===== src/rtl/clk_div_pkg.sv =====
// Shared types and constants for the integer clock-divide controller.
package clk_div_pkg;

    // Default width of the divide ratio; the maximum ratio is 2^width-1.
    localparam int DEF_DIV_W = 4;

    // Controller states. In SWITCH a new ratio is parked until the period boundary.
    typedef enum logic [1:0] {
        IDLE   = 2'd0,
        RUN    = 2'd1,
        SWITCH = 2'd2
    } div_state_e;

endpackage


===== src/rtl/clk_div_cnt.sv =====
// Period counter: counts 0..div_active-1 and flags the last cycle of a period.
module clk_div_cnt
    import clk_div_pkg::*;
#(
    parameter int DIV_W = DEF_DIV_W
) (
    input  logic             clk_in,
    input  logic             reset_n,
    input  logic             clear,
    input  logic             advance,
    input  logic [DIV_W-1:0] div_active,
    output logic             wrap
);

    logic [DIV_W-1:0] cnt;

    // Last cycle of the current period; decoded from the count flop and ratio flop only.
    assign wrap = (cnt == (div_active - DIV_W'(1)));

    // Count register: cleared on request, wraps to 0 at the period boundary.
    always_ff @(posedge clk_in or negedge reset_n) begin
        if (!reset_n) begin
            cnt <= '0;
        end else if (clear) begin
            cnt <= '0;
        end else if (advance) begin
            if (wrap) begin
                cnt <= '0;
            end else begin
                cnt <= cnt + DIV_W'(1);
            end
        end
    end

endmodule


===== src/rtl/clk_div_ctrl.sv =====
// Run-time clock-divide controller: emits a one-cycle enable every N clk_in
// cycles, with N changed through a valid/ready handshake at period boundaries.
module clk_div_ctrl
    import clk_div_pkg::*;
#(
    parameter int DIV_W       = DEF_DIV_W,
    parameter int DEFAULT_DIV = 3
) (
    input  logic             clk_in,
    input  logic             reset_n,
    input  logic             run,
    input  logic             cfg_valid,
    input  logic [DIV_W-1:0] cfg_div,
    output logic             cfg_ready,
    output logic             cfg_err,
    output logic             clk_en,
    output logic [DIV_W-1:0] div_active,
    output logic             busy
);

    div_state_e       state;
    logic [DIV_W-1:0] pend;
    logic             wrap;
    logic             accept;
    logic             accept_ok;
    logic             cnt_clear;
    logic             cnt_advance;

    // A ratio is only taken when no change is already parked.
    assign cfg_ready = (state != SWITCH);
    assign busy      = (state != IDLE);
    assign accept    = cfg_valid && cfg_ready;
    assign accept_ok = accept && (cfg_div != '0);

    // The counter sits at 0 while idle and is zeroed on the way back to idle.
    assign cnt_clear   = (state == IDLE) || !run;
    assign cnt_advance = (state != IDLE);

    // Enable is a pure flop decode, so no input reaches it combinationally.
    assign clk_en = (state != IDLE) && wrap;

    clk_div_cnt #(
        .DIV_W (DIV_W)
    ) u_cnt (
        .clk_in     (clk_in),
        .reset_n    (reset_n),
        .clear      (cnt_clear),
        .advance    (cnt_advance),
        .div_active (div_active),
        .wrap       (wrap)
    );

    // Control FSM: ratio handshake, parked-ratio switchover and zero-ratio error pulse.
    always_ff @(posedge clk_in or negedge reset_n) begin
        if (!reset_n) begin
            state      <= IDLE;
            div_active <= DIV_W'(DEFAULT_DIV);
            pend       <= '0;
            cfg_err    <= 1'b0;
        end else begin
            // A zero ratio is dropped; only the error pulse records it.
            cfg_err <= accept && (cfg_div == '0);
            case (state)
                IDLE: begin
                    if (accept_ok) begin
                        div_active <= cfg_div;
                    end
                    if (run) begin
                        state <= RUN;
                    end
                end
                RUN: begin
                    if (!run) begin
                        // Stopping wins over a concurrent ratio, which then loads directly.
                        state <= IDLE;
                        if (accept_ok) begin
                            div_active <= cfg_div;
                        end
                    end else if (accept_ok) begin
                        // Even on a boundary cycle the new ratio waits for the next boundary.
                        pend  <= cfg_div;
                        state <= SWITCH;
                    end
                end
                SWITCH: begin
                    if (!run) begin
                        div_active <= pend;
                        state      <= IDLE;
                    end else if (wrap) begin
                        div_active <= pend;
                        state      <= RUN;
                    end
                end
                default: begin
                    state <= IDLE;
                end
            endcase
        end
    end

endmodule

===== config.mk =====
export PLATFORM = sky130hd
export DESIGN_NAME = clk_div_ctrl
export DESIGN_NICKNAME = d
export VERILOG_FILES = /design/src/rtl/clk_div_pkg.sv /design/src/rtl/clk_div_cnt.sv /design/src/rtl/clk_div_ctrl.sv
export SDC_FILE = /design/constraint.sdc
export NUM_CORES = 1
export LEC_CHECK = 0
export ABC_AREA = 1
export BUFFER_PORTS_ARGS = -buffer_cell sky130_fd_sc_hd__buf_2
export CAP_MARGIN = 20
export CORE_MARGIN = 2
export CORE_UTILIZATION = 35
export CTS_CLUSTER_SIZE = 25
export DETAILED_ROUTE_END_ITERATION = 8
export GPL_ROUTABILITY_DRIVEN = 0
export GPL_TIMING_DRIVEN = 1
export PLACE_DENSITY = 0.51
export SLEW_MARGIN = 20
export SYNTH_ARGS = -nofsm -noshare
export SYNTH_HDL_FRONTEND = slang
export SYNTH_HIERARCHICAL = 1
export SYNTH_SLANG_ARGS = --single-unit

===== constraint.sdc =====
create_clock -name clk_in -period 3.8 [get_ports clk_in]
set_clock_uncertainty 0.2 [all_clocks]
set_input_delay 0.57 -clock clk_in [delete_from_list [all_inputs] [get_ports clk_in]]
set_output_delay 0.57 -clock clk_in [all_outputs]
set_load 0.005 [all_outputs]

# Word level (Yosys, flattened, before mapping)
# Cells that the tools add are included.
# Widths: inputs -> output; s select.
[totals]
word_cells = 44
regBits = 15
out_inout_bits = 8
[classes]
mux = 14
reduce_logical = 15
eq_ne = 8
n_addsub = 2
[op_table]
columns = ["cell", "n"]
rows = [
  ["$mux 4", 7],
  ["$pmux 4 s3", 1],
  ["$mux 2", 5],
  ["$reduce_and 3->1", 3],
  ["$ne 2x2->1 const B", 3],
  ["$ne 3x3->1 const B", 2],
  ["$pmux 2 s3", 1],
  ["$add 4x1->4 const B", 1],
  ["$eq 4x4->1", 1],
  ["$logic_and 1x1->1", 4],
  ["$logic_not 4->1", 1],
  ["$reduce_bool 2->1", 2],
  ["$reduce_bool 4->1", 1],
  ["$sub 4x1->4 const B", 1],
  ["$reduce_bool 3->1", 1],
  ["$eq 2x1->1 const B", 1],
  ["$eq 2x2->1 const B", 1],
  ["$logic_not 2->1", 1],
  ["$logic_not 1->1", 1],
  ["$logic_or 1x1->1", 1],
]

# Logic depth before layout (Yosys ltp)
[logic_depth]
depth_word = 6
ltp_mapped = 17

# Cells and area by module
# The synthesis kept the hierarchy.
[modules_own_cells]
columns = ["mod", "cells_per_inst", "instances", "area_each_um2", "seq_area_each_um2"]
rows = [
  ["clk_div_ctrl", 73, 1, 604.3, 277.8],
  ["clk_div_cnt", 51, 1, 346.6, 100.1],
]

# Worst setup path after synthesis
# Ideal clock, no wire load.
[synth_path]
kind = "reg2out"
from = "register div_active[0]"
to = "output clk_en"
stages_incl_launch_ff = 10
arrival_ps = 1487
slack_ps = 1543
n_path_buf = 0
required_ps = 3030
path_cell_list = "dfstp_2 inv_1 ha_1 or2_0 nand3_1 nor2_4 nand2_2 inv_1 inv_1 nor2_1"
[synth_between]
elab_chain_cells = 3
[synth_lines]
columns = ["element", "line", "rtl"]
rows = [
  ["start: declaration", "clk_div_ctrl.sv:17", "output logic [DIV_W-1:0] div_active,"],
  ["start signal: assignment", "clk_div_ctrl.sv:57", "div_active <= DIV_W'(DEFAULT_DIV);"],
  ["start signal: assignment", "clk_div_ctrl.sv:66", "div_active <= cfg_div;"],
  ["start signal: assignment", "clk_div_ctrl.sv:77", "div_active <= cfg_div;"],
  ["$sub 4x1->4", "clk_div_cnt.sv:18", "assign wrap = (cnt == (div_active - DIV_W'(1)));"],
  ["$eq 4x4->1", "clk_div_cnt.sv:18", ""],
  ["net wrap", "clk_div_ctrl.sv:23", "logic wrap;"],
  ["$logic_and 1x1->1", "clk_div_ctrl.sv:40", "assign clk_en = (state != IDLE) && wrap;"],
  ["end: declaration", "clk_div_ctrl.sv:16", "output logic clk_en,"],
]
# The timed path passes the listed nets, and every way through them passes these cells.

# Final worst setup path
# Same ends and word-level chain as after synthesis.

==> results.toml <==
[sta]
rsz0062_at_grt = "no"
finalSetupViolations = 0
max_slew_margin_pct = 75.8
post-route-min-period_ns = 2.74
min_period_over_period_pct = 72.1
fin_ws_ns = 1.06
fmax_mhz = 365
hold_violations = 0
worst_slew_pin_slew_ns = 0.364
tns_ns = 0
slew_violations = 0

[worst_setup_path]
crit_type = "reg2out"
worstSetupStartpointType = "register"
rr_startpoint = "div_active[0]"
required_ns = 3.03
worstPathMaxFanout = 5
crit_start = "div_active[0]"
worst_setup_path_end_kind = "output port"
crit_arrival_ns = 1.97

[finish]
diodes = 0
final_cell_mix = "41 x nand2_1, 15 x inv_1, 15 x buf_2, 13 x dfrtp_1, 12 x nand3_1"
syn2layout_area_growth_pct = 14.9
final_layout_size_suffix_gt1_share_pct = 25.9
final_area_um2 = 1090
final_nets = 154
final_common_cell = "nand2_1"
fin_util_pct = 43.3

[global_route]
grtUsageMet3_pct = 2.33
grt_max_degree = 16
grt_pass1_wl_um = 3100
grt_pass1_vias = 716
grt_use_met2_pct = 19.8
met1_usage_pct = 16.5
grt_overflow_total = 0
antenna_found_initial = 0
grt.total_usage_pct = 12.5
busiest_layer = "met2"

[floorplanning]
io_pins = 16
die_w_um = 56.1
core.rowCount = 18
die-area_um2 = 3150
core-area_um2 = 2520
dieHeight_um = 56.1
start_util_pct = 37.7

[placement]
placed_area_um2 = 1060
place_hpwl_um = 1410
portBuffers = 15
pre_cts_slack_ns = 1.38

[pwr]
power_density_nw_per_um2 = 567
p_int_uw = 362
switching_share_pct = 41.4
pwr-share-clk_pct = 15.0
power.share.sequential_pct = 41.2
p_leak_nw = 0.599
ir_drop_mv = 0.255
combPwrFrac_pct = 43.8
switchingPower_uw = 257

[logic_synthesis]
yosysSeqAreaShare_pct = 39.7
syn-cell-area_um2 = 951
synth_cells = 124
ys_seq_elements = 15
ys_warn_count = 6
synth_fp_nets = 134
synth_cell_types = 23
synth_area_per_cell_um2 = 7.67

[clock_tree]
cts_buffer_depth = 2
cts_resized = 0
cts_max_level = 1
clock_sinks = 15
cts_tree = "built"
clkLatencyLatePin_ns = 0.28
ctsRootBufferMaster = "clkbuf_4"
numCtsBuffers = 3
clk_pin_slew_ns = 0.09

[drt]
wire_per_inst_um = 10.4
drtAntennaViolNets = 0
vias = 782
drc_errors = 0
drt_wl_total_um = 1800
drt-pass1-iter-count = 4
drtIter0Drc = 17
vias_per_cell = 4.52

[hold_path]
holdCritStartpoint = "div_active[1]"
hold_class = "reg2reg"

[run_status]
status = "finished clean"

[job]
maxCapViolCount = 0
==> state kept, by name (all words and copies together), names as in the netlist <==
name,cells
div_active,4
state,2
cfg_err,1
pend,4
u_cnt/cnt,4
==> cells in the mapped netlist <==
| cell type | number | area [µm²] |
|---|---|---|
| a21oi_2 | 1 | 8.76 |
| nor2_4 | 3 | 33.8 |
| xor2_1 | 2 | 17.5 |
| o211ai_1 | 1 | 7.51 |
| nor2_1 | 5 | 18.8 |
| nor2_2 | 2 | 12.5 |
| buf_4 | 1 | 7.51 |
| dfstp_2 | 2 | 52.6 |
| nand2_4 | 2 | 22.5 |
| o21ai_1 | 1 | 5.00 |
| inv_1 | 15 | 56.3 |
| nand2_1 | 41 | 154 |
| dfrtp_1 | 13 | 325 |
| xnor2_1 | 2 | 17.5 |
| or2_0 | 1 | 6.26 |
| nand2_2 | 4 | 25.0 |
| o21ai_0 | 8 | 40.0 |
| ha_1 | 2 | 25.0 |
| o22ai_1 | 1 | 6.26 |
| nand3_1 | 12 | 60.1 |
| nand3_4 | 1 | 17.5 |
| nor2_8 | 1 | 20.0 |
| inv_2 | 3 | 11.3 |
==> path summary, 6_finish.rpt <==
| check | cells past startpoint | slack, ns | endpoint |
|---|---|---|---|
| max | 10 | 1.06 | clk_en |
| min | 2 | 0.29 | div_active[1] |
| max reg2reg | 14 | 1.51 | div_active[2] |
| min reg2reg | 2 | 0.29 | div_active[1] |
| max in group asynchronous | 2 | 2.56 | div_active[1] |
| min in group asynchronous | 2 | 0.53 | cfg_err |
==> routing by layer <==
layer | part of all wire (%) | routed length [µm]
met5 | 0 | 0
met4 | 0.83 | 15
met3 | 3.2 | 57
met1 | 50 | 902
met2 | 46 | 828
==> critical path, cell delays in order, from the launching register on <==
cell and delay [ns]:
dfstp_2 0.56, inv_1 0.07, ha_1 0.31, or2_0 0.20, nand3_1 0.12, nor2_4 0.05
nand2_2 0.09, inv_1 0.06, inv_1 0.07, nor2_1 0.04, buf_2 0.12
==> timing repair <==
action / 4_1_cts / 5_1_grt
buffers inserted: 0 / 0
hold buffers: 1 / 0
hold endpoints to repair: 13 / 0
==> stage by stage <==
stage	power, mW	hold slack (ns)	instances
6_report	0.619	0.286	173
3_5_place_dp	0.531	0.272	168
2_1_floorplan	0.458	0.0744	124
4_1_cts	0.630	0.287	173
3_3_place_gp	0.526	0.264	168
5_1_grt	0.685	0.311	173
==> area by class of cell <==
class | instances | area (µm²)
sequential | 15 | 378
multi-input combinational | 90 | 498
timing repair buffer | 16 | 85.1
clock buffer | 4 | 26.3
inverter | 18 | 67.6
fill | 267 | 1430
tap | 30 | 37.5
==> logic make-up after synthesis <==
kind of cell | Yosys count | synth area share (%)
compound gates | 12 | 7.11
xor+xnor | 4 | 3.68
fa+ha+maj | 2 | 2.63
buf+inv | 19 | 7.89
flops | 15 | 39.7
simple gates | 72 | 38.9
==> power by group through the flow <==
stage | Sequential (mW) | Clock, mW | Combinational (mW)
floorplan | 0.252 | 0 | 0.206
CTS | 0.255 | 0.0994 | 0.275
global route | 0.262 | 0.104 | 0.319
finish | 0.255 | 0.0926 | 0.271
global placement | 0.254 | 0 | 0.272
detailed placement | 0.258 | 0 | 0.273
Power figures use the tool's default switching activity.
